### config.mk
export PLATFORM = sky130hd
export DESIGN_NAME = predictor_update_sequencer_flat
export DESIGN_NICKNAME = d
export VERILOG_FILES = /design/src/rtl/predictor_update_sequencer_if.sv /design/src/rtl/predictor_update_sequencer.sv /design/src/flat_wrapper.sv
export SDC_FILE = /design/constraint.sdc
export NUM_CORES = 1
export LEC_CHECK = 0
export CORE_AREA = 2 2 141 143
export CTS_CLUSTER_SIZE = 16
export DETAILED_ROUTE_END_ITERATION = 10
export DIE_AREA = 0 0 143 145
export GPL_TIMING_DRIVEN = 0
export PLACE_DENSITY_LB_ADDON = 0.05
export SLEW_MARGIN = 15
export SYNTH_ARGS = -nofsm -noshare
export SYNTH_HDL_FRONTEND = slang
export SYNTH_SLANG_ARGS = --single-unit
### constraint.sdc
create_clock -name clock -period 5.3 [get_ports clock]
set_input_delay 1.325 -clock clock [delete_from_list [all_inputs] [get_ports clock]]
set_output_delay 1.325 -clock clock [all_outputs]
set_load 0.01 [all_outputs]
### src/rtl/predictor_update_sequencer_if.sv
// Predictor update sequencer bus.
// Groups the three handshakes around the sequencer:
//   prediction push : pred_valid/pred_ready with pred_pc, pred_local,
//                     pred_global, pred_choice
//   resolution      : res_valid/res_ready with res_taken
//   table update    : upd_valid/upd_ready with upd_pc, upd_ghist, upd_taken,
//                     upd_local_ok, upd_global_ok
// plus status outputs ghist (speculative history), count (occupancy) and
// mispredict (one-cycle recovery pulse).
// The slave modport is the sequencer; the master modport is its environment.
interface predictor_update_sequencer_if #(
  parameter int PCW   = 12,
  parameter int GHW   = 12,
  parameter int DEPTH = 8
);
  localparam int CW = $clog2(DEPTH) + 1;

  logic           pred_valid;
  logic [PCW-1:0] pred_pc;
  logic           pred_local;
  logic           pred_global;
  logic           pred_choice;
  logic           pred_ready;
  logic [GHW-1:0] ghist;

  logic           res_valid;
  logic           res_taken;
  logic           res_ready;

  logic           upd_valid;
  logic [PCW-1:0] upd_pc;
  logic [GHW-1:0] upd_ghist;
  logic           upd_taken;
  logic           upd_local_ok;
  logic           upd_global_ok;
  logic           upd_ready;

  logic           mispredict;
  logic [CW-1:0]  count;

  modport slave (
    input  pred_valid, pred_pc, pred_local, pred_global, pred_choice,
    output pred_ready, ghist,
    input  res_valid, res_taken,
    output res_ready,
    output upd_valid, upd_pc, upd_ghist, upd_taken, upd_local_ok, upd_global_ok,
    input  upd_ready,
    output mispredict, count
  );

  modport master (
    output pred_valid, pred_pc, pred_local, pred_global, pred_choice,
    input  pred_ready, ghist,
    output res_valid, res_taken,
    input  res_ready,
    input  upd_valid, upd_pc, upd_ghist, upd_taken, upd_local_ok, upd_global_ok,
    output upd_ready,
    input  mispredict, count
  );
endinterface

### src/rtl/predictor_update_sequencer.sv
// Predictor update sequencer.
// Keeps in-flight predicted branches in a circular FIFO together with the
// speculative global history they were predicted under. When the oldest
// branch resolves, it is popped and one table-update request is issued.
// A wrong final prediction flushes all younger (wrong-path) entries and
// rebuilds the global history from the mispredicted branch's snapshot.
// Ports:
//   clock - rising-edge clock
//   reset - asynchronous active-high reset
//   bus   - predictor_update_sequencer_if.slave (push, resolve, update, status)
module predictor_update_sequencer #(
  parameter int PCW   = 12,
  parameter int GHW   = 12,
  parameter int DEPTH = 8
) (
  input logic clock,
  input logic reset,
  predictor_update_sequencer_if.slave bus
);
  localparam int PW = $clog2(DEPTH);
  localparam int CW = PW + 1;

  typedef enum logic {IDLE, UPDATE} seqStateT;

  seqStateT       state, stateNext;
  logic [PW-1:0]  rdPtr, wrPtr;
  logic [CW-1:0]  count;
  logic [GHW-1:0] ghist;
  logic           mispredict;

  logic [PCW-1:0] pcMem   [DEPTH];
  logic [GHW-1:0] snapMem [DEPTH];
  logic [DEPTH-1:0] localMem, globalMem, finalMem;

  logic [PCW-1:0] updPc;
  logic [GHW-1:0] updGhist;
  logic           updTaken, updLocalOk, updGlobalOk, updValid;

  logic predFinal, push, pop, flush;

  function automatic logic [GHW-1:0] shiftIn(input logic [GHW-1:0] hist,
                                              input logic bitIn);
    return {hist[GHW-2:0], bitIn};
  endfunction

  assign predFinal = bus.pred_choice ? bus.pred_global : bus.pred_local;
  assign bus.pred_ready = (count < CW'(DEPTH));
  assign bus.res_ready  = (state == IDLE) && (count != '0);
  assign push  = bus.pred_valid && bus.pred_ready;
  assign pop   = bus.res_valid && bus.res_ready;
  assign flush = pop && (finalMem[rdPtr] != bus.res_taken);

  // Entry storage: payload only, no reset needed since count gates every read.
  always_ff @(posedge clock) begin
    if (push) begin
      pcMem[wrPtr]     <= bus.pred_pc;
      snapMem[wrPtr]   <= ghist;
      localMem[wrPtr]  <= bus.pred_local;
      globalMem[wrPtr] <= bus.pred_global;
      finalMem[wrPtr]  <= predFinal;
    end
  end

  // FIFO control and speculative history.
  always_ff @(posedge clock or posedge reset) begin
    if (reset) begin
      rdPtr      <= '0;
      wrPtr      <= '0;
      count      <= '0;
      ghist      <= '0;
      mispredict <= 1'b0;
    end else begin
      mispredict <= flush;
      if (flush) begin
        // A same-cycle push is wrong-path: wrPtr is not advanced, so it is dropped.
        rdPtr <= wrPtr;
        count <= '0;
        ghist <= shiftIn(snapMem[rdPtr], bus.res_taken);
      end else begin
        if (push) begin
          wrPtr <= wrPtr + 1'b1;
          ghist <= shiftIn(ghist, predFinal);
        end
        if (pop) rdPtr <= rdPtr + 1'b1;
        count <= count + CW'(push) - CW'(pop);
      end
    end
  end

  // Update payload, captured at resolution and held through the UPDATE state.
  always_ff @(posedge clock or posedge reset) begin
    if (reset) begin
      updPc       <= '0;
      updGhist    <= '0;
      updTaken    <= 1'b0;
      updLocalOk  <= 1'b0;
      updGlobalOk <= 1'b0;
    end else if (pop) begin
      updPc       <= pcMem[rdPtr];
      updGhist    <= snapMem[rdPtr];
      updTaken    <= bus.res_taken;
      updLocalOk  <= (localMem[rdPtr] == bus.res_taken);
      updGlobalOk <= (globalMem[rdPtr] == bus.res_taken);
    end
  end

  always_ff @(posedge clock or posedge reset) begin
    if (reset) state <= IDLE;
    else       state <= stateNext;
  end

  always_comb begin
    stateNext = state;
    updValid  = 1'b0;
    case (state)
      IDLE:   if (pop) stateNext = UPDATE;
      UPDATE: begin
        updValid = 1'b1;
        if (bus.upd_ready) stateNext = IDLE;
      end
      default: stateNext = IDLE;
    endcase
  end

  assign bus.ghist         = ghist;
  assign bus.count         = count;
  assign bus.mispredict    = mispredict;
  assign bus.upd_valid     = updValid;
  assign bus.upd_pc        = updPc;
  assign bus.upd_ghist     = updGhist;
  assign bus.upd_taken     = updTaken;
  assign bus.upd_local_ok  = updLocalOk;
  assign bus.upd_global_ok = updGlobalOk;
endmodule

### src/flat_wrapper.sv
// flat-port wrapper written by rule: the top's interface ports become plain ports
module predictor_update_sequencer_flat 
#(
  parameter int PCW   = 12,
  parameter int GHW   = 12,
  parameter int DEPTH = 8
)
  (clock, reset, bus_pred_valid, bus_pred_pc, bus_pred_local, bus_pred_global, bus_pred_choice, bus_pred_ready, bus_ghist, bus_res_valid, bus_res_taken, bus_res_ready, bus_upd_valid, bus_upd_pc, bus_upd_ghist, bus_upd_taken, bus_upd_local_ok, bus_upd_global_ok, bus_upd_ready, bus_mispredict, bus_count);
  predictor_update_sequencer_if #(.PCW(PCW), .GHW(GHW), .DEPTH(DEPTH)) bus_i ();
  input logic clock;
  input logic reset;
  input wire logic [$bits(bus_i.pred_valid)-1:0] bus_pred_valid;
  input wire logic [$bits(bus_i.pred_pc)-1:0] bus_pred_pc;
  input wire logic [$bits(bus_i.pred_local)-1:0] bus_pred_local;
  input wire logic [$bits(bus_i.pred_global)-1:0] bus_pred_global;
  input wire logic [$bits(bus_i.pred_choice)-1:0] bus_pred_choice;
  output wire logic [$bits(bus_i.pred_ready)-1:0] bus_pred_ready;
  output wire logic [$bits(bus_i.ghist)-1:0] bus_ghist;
  input wire logic [$bits(bus_i.res_valid)-1:0] bus_res_valid;
  input wire logic [$bits(bus_i.res_taken)-1:0] bus_res_taken;
  output wire logic [$bits(bus_i.res_ready)-1:0] bus_res_ready;
  output wire logic [$bits(bus_i.upd_valid)-1:0] bus_upd_valid;
  output wire logic [$bits(bus_i.upd_pc)-1:0] bus_upd_pc;
  output wire logic [$bits(bus_i.upd_ghist)-1:0] bus_upd_ghist;
  output wire logic [$bits(bus_i.upd_taken)-1:0] bus_upd_taken;
  output wire logic [$bits(bus_i.upd_local_ok)-1:0] bus_upd_local_ok;
  output wire logic [$bits(bus_i.upd_global_ok)-1:0] bus_upd_global_ok;
  input wire logic [$bits(bus_i.upd_ready)-1:0] bus_upd_ready;
  output wire logic [$bits(bus_i.mispredict)-1:0] bus_mispredict;
  output wire logic [$bits(bus_i.count)-1:0] bus_count;
  assign bus_i.pred_valid = bus_pred_valid;
  assign bus_i.pred_pc = bus_pred_pc;
  assign bus_i.pred_local = bus_pred_local;
  assign bus_i.pred_global = bus_pred_global;
  assign bus_i.pred_choice = bus_pred_choice;
  assign bus_pred_ready = bus_i.pred_ready;
  assign bus_ghist = bus_i.ghist;
  assign bus_i.res_valid = bus_res_valid;
  assign bus_i.res_taken = bus_res_taken;
  assign bus_res_ready = bus_i.res_ready;
  assign bus_upd_valid = bus_i.upd_valid;
  assign bus_upd_pc = bus_i.upd_pc;
  assign bus_upd_ghist = bus_i.upd_ghist;
  assign bus_upd_taken = bus_i.upd_taken;
  assign bus_upd_local_ok = bus_i.upd_local_ok;
  assign bus_upd_global_ok = bus_i.upd_global_ok;
  assign bus_i.upd_ready = bus_upd_ready;
  assign bus_mispredict = bus_i.mispredict;
  assign bus_count = bus_i.count;
  predictor_update_sequencer #(.PCW(PCW), .GHW(GHW), .DEPTH(DEPTH)) u_core (.clock(clock), .reset(reset), .bus(bus_i));
endmodule
==> flow_summary_export.csv <==
group,metric,value,unit
drt,avgViaCountPerCell,5.662,
drt,num_vias,5458,
job,maxCapViolations,0,
cells_and_area,syn_to_final_growth,20.13,%
setup_path,crit_type,"in2reg",
cells_and_area,finish.utilization,64.66,%
placed_design,placed_cells,916,
setup_path,worst_ep_arrival_time,3980,ps
synth,syn_area,10340,sq um
synth,synth_area_leaders,"edfxtp_1 63%, dfrtp_1 12%, mux4_2 12%",
synth,ys_warn_count,0,
global_route,antenna_found_initial,0,
sta,rsz0062_at_grt,"false",
setup_path,max_stage_delay,680,ps
sta,hold_violations,0,
setup_path,crit_path_frequent_cell,"nand2_1",
setup_path,cp_max_fo,10,
floorplan,io_pins,68,
floorplan,die_w,143,um
clock_tree,postCtsSetupBuffers,0,
global_route,first_global_vias,5715,
power,power_density,576.8,nW/um^2
power,p_total,7.163,mW
placed_design,io_buffers,66,
synth,synthCells,563,
drt,first_iter_violations,441,
synth,yosysUniqueCellTypes,36,
synth,synth_edf_count,216,
setup_path,required,5520,ps
setup_path,endpoint_kind,"register",
drt,drtPass1Iterations,5,
global_route,grt_max_degree,28,
synth,synth_seq_cells,267,
sta,setup_slack,1540,ps
sta,fmax,0.2659,GHz
placed_design,pre_cts_ws,976.2,ps
sta,final_max_slew_viol_count,0,
placed_design,dp_hpwl,14.56,mm
clock_tree,cts.sinks,267,
clock_tree,htreeDepth,1,
sta,max_slew.worst_pin.slew,900.4,ps
synth,synth_top_cell_area_share,62.74,%
floorplan,start_util,53.83,%
drt,drt_wl_total,21.92,mm
cells_and_area,stdcell_count,964,
global_route,grt_usage,21.94,%
synth,async_reset_ff_share,19.10,%
cells_and_area,drive_gt1_share,19.89,%
clock_tree,clock_path_buffers,3,
outcome,status,"finished, final reports clean",
floorplan,core_area,19210,sq um
drt,wl_per_cell,22.74,um
sta,finalSetupViolations,0,
placed_design,gp_congestion,0.7522,
sta,min_period,3760,ps
clock_tree,clkTransAtPathRegs,60,ps
setup_path,path_cells,"clkdlybuf4s50_1 -> nand2_1 -> clkinv_1 -> buf_2 -> nand2_1 -> nor3_2 -> buf_6 -> buf_4",
cells_and_area,fillers,1380,
global_route,grt_pass1_wl,33.67,mm
floorplan,die_y,145,um
sta,whs,502.5,ps
clock_tree,cts_tree,"done",
synth,syn-num-nets,592,
synth,synth_common_cells,"216 x edfxtp_1, 57 x nand2_1, 53 x mux4_2",
power,peakVddDrop,0.2927,mV
clock_tree,numCtsBuffers,26,
synth,yosysMostFrequentCell,"edfxtp_1",
clock_tree,cts-resized-gates,0,
drt,drc_errors,0,
setup_path,critPathLaunchType,"input pin",
power,leakagePower,4.321,nW
cells_and_area,diodes,0,
sta,fin_crit_sh,70.95,%
synth,yosysSeqAreaShare,75.08,%
synth,syn_avg_cell_area,18.36,sq um
setup_path,crit_slowest_cell,"nor3_2",
sta,slew_headroom,39.98,%
cells_and_area,layout.nets,708,
synth,yosysTopAreaCell,"edfxtp_1",
setup_path,path_buf_inv,5,
clock_tree,clkLatencyLatePin,530,ps
global_route,grt.overflow.total,0,
floorplan,die_area,20740,sq um
clock_tree,clockRootBuffer,"clkbuf_16",
sta,fin_skew,15.77,ps
synth,ys.flop_type,"edfxtp_1",
min_path,hold_path_class,"reg2reg",
clock_tree,ctsHoldBuffers,0,
setup_path,critPathTopFamily,"buffers and inverters",
drt,drtAntennaViolNets,0,
floorplan,core.rowCount,51,
[worst reg2reg max path, stage by stage (launching register included)]
cell,delay [ps]
dfrtp_1,380
inv_1,80
ha_1,150
nor3b_1,510
nor2_1,120
nand2_1,200
clkinv_1,190
clkbuf_1,310
ha_1,370
inv_1,40
ha_1,220
fa_1,390
xnor2_1,170
nor2_1,60
[power breakdown]
part           internal, mW  switching [mW]
Clock                  1.02           0.736
Combinational          1.13            1.22
Sequential             2.78           0.290
Total                  4.92            2.24
[stage by stage]
stage                     instance area (sq um)  setup TNS [ps]
after floorplan                           10340               0
after global placement                    11330         -267290
after detailed placement                  11600               0
after CTS                                 12420               0
after global routing                      12420               0
final                                     12420               0
[state kept, by name, summed over array words and instances (netlist names), 8 cells and up]
signal                flops
u_core.pcMem             96
u_core.snapMem           96
u_core.bus.ghist         12
u_core.bus.upd_ghist     12
u_core.bus.upd_pc        12
u_core.finalMem           8
u_core.globalMem          8
u_core.localMem           8
[worst paths after layout]
| path | start | endpoint | slack, ps | cells past startpoint |
|---|---|---|---|---|
| worst min-delay path | u_core.bus.upd_taken | u_core.bus.upd_taken | 500 | 1 |
| worst max-delay path | bus_pred_valid | u_core.pcMem[4][0] | 1540 | 8 |
| min in group asynchronous | reset | u_core.bus.ghist[1] | 1220 | 2 |
| worst max register to register | u_core.bus.count[2] | u_core.bus.count[2] | 2000 | 13 |
| worst min register to register | u_core.bus.upd_taken | u_core.bus.upd_taken | 500 | 1 |
| max in group asynchronous | reset | u_core.bus.upd_pc[6] | 3510 | 3 |
[cell type report]
type / instances / area (sq um) / share of cell area (%)
Buffer: 28 / 135.1 / 1.088
Clock inverter: 13 / 82.58 / 0.6649
Inverter: 14 / 52.55 / 0.4231
Tap cell: 265 / 331.6 / 2.670
Timing Repair Buffer: 88 / 882.1 / 7.103
Clock buffer: 35 / 735.7 / 5.924
Multi-Input combinational cell: 254 / 2437 / 19.63
Sequential cell: 267 / 7762 / 62.50
[per-layer routing]
metal  GRT usage, %  share of wire (%)  up-vias
met5              0                  0        -
met4          4.950                1.9        0
met3          3.267                4.7       32
met2          35.93                 50      163
met1          31.73                 43     2845
li1               -                  -     2418
[placed cells by master (no fill, tap or decap), types with 4 or more instances in the layout]
| cell type | n |
|---|---|
| and3_1 | 11 |
| buf_12 | 4 |
| clkbuf_16 | 27 |
| buf_6 | 6 |
| buf_1 | 4 |
| edfxtp_1 | 216 |
| buf_4 | 13 |
| buf_2 | 7 |
| dfrtp_1 | 51 |
| mux2i_1 | 15 |
| nor3_2 | 4 |
| a21oi_1 | 25 |
| mux4_2 | 53 |
| clkinv_1 | 10 |
| clkbuf_1 | 20 |
| inv_1 | 9 |
| mux2_2 | 4 |
| nor2_1 | 30 |
| xnor2_1 | 8 |
| ha_1 | 7 |
| a31oi_1 | 14 |
| clkdlybuf4s50_1 | 66 |
| nand2_1 | 57 |
[cell families (layout without fill, tap and decap cells)]
kind of cell / Yosys count / count (layout) / synth area share (%)
compound gates: 47 / 47 / 2.614
xor+xnor: 8 / 8 / 0.6777
fa+ha+maj: 8 / 8 / 1.041
buf+inv: 42 / 178 / 1.815
flops: 267 / 267 / 75.08
mux: 75 / 75 / 13.94
simple gates: 116 / 116 / 4.829
Power figures use the tool's default switching activity.
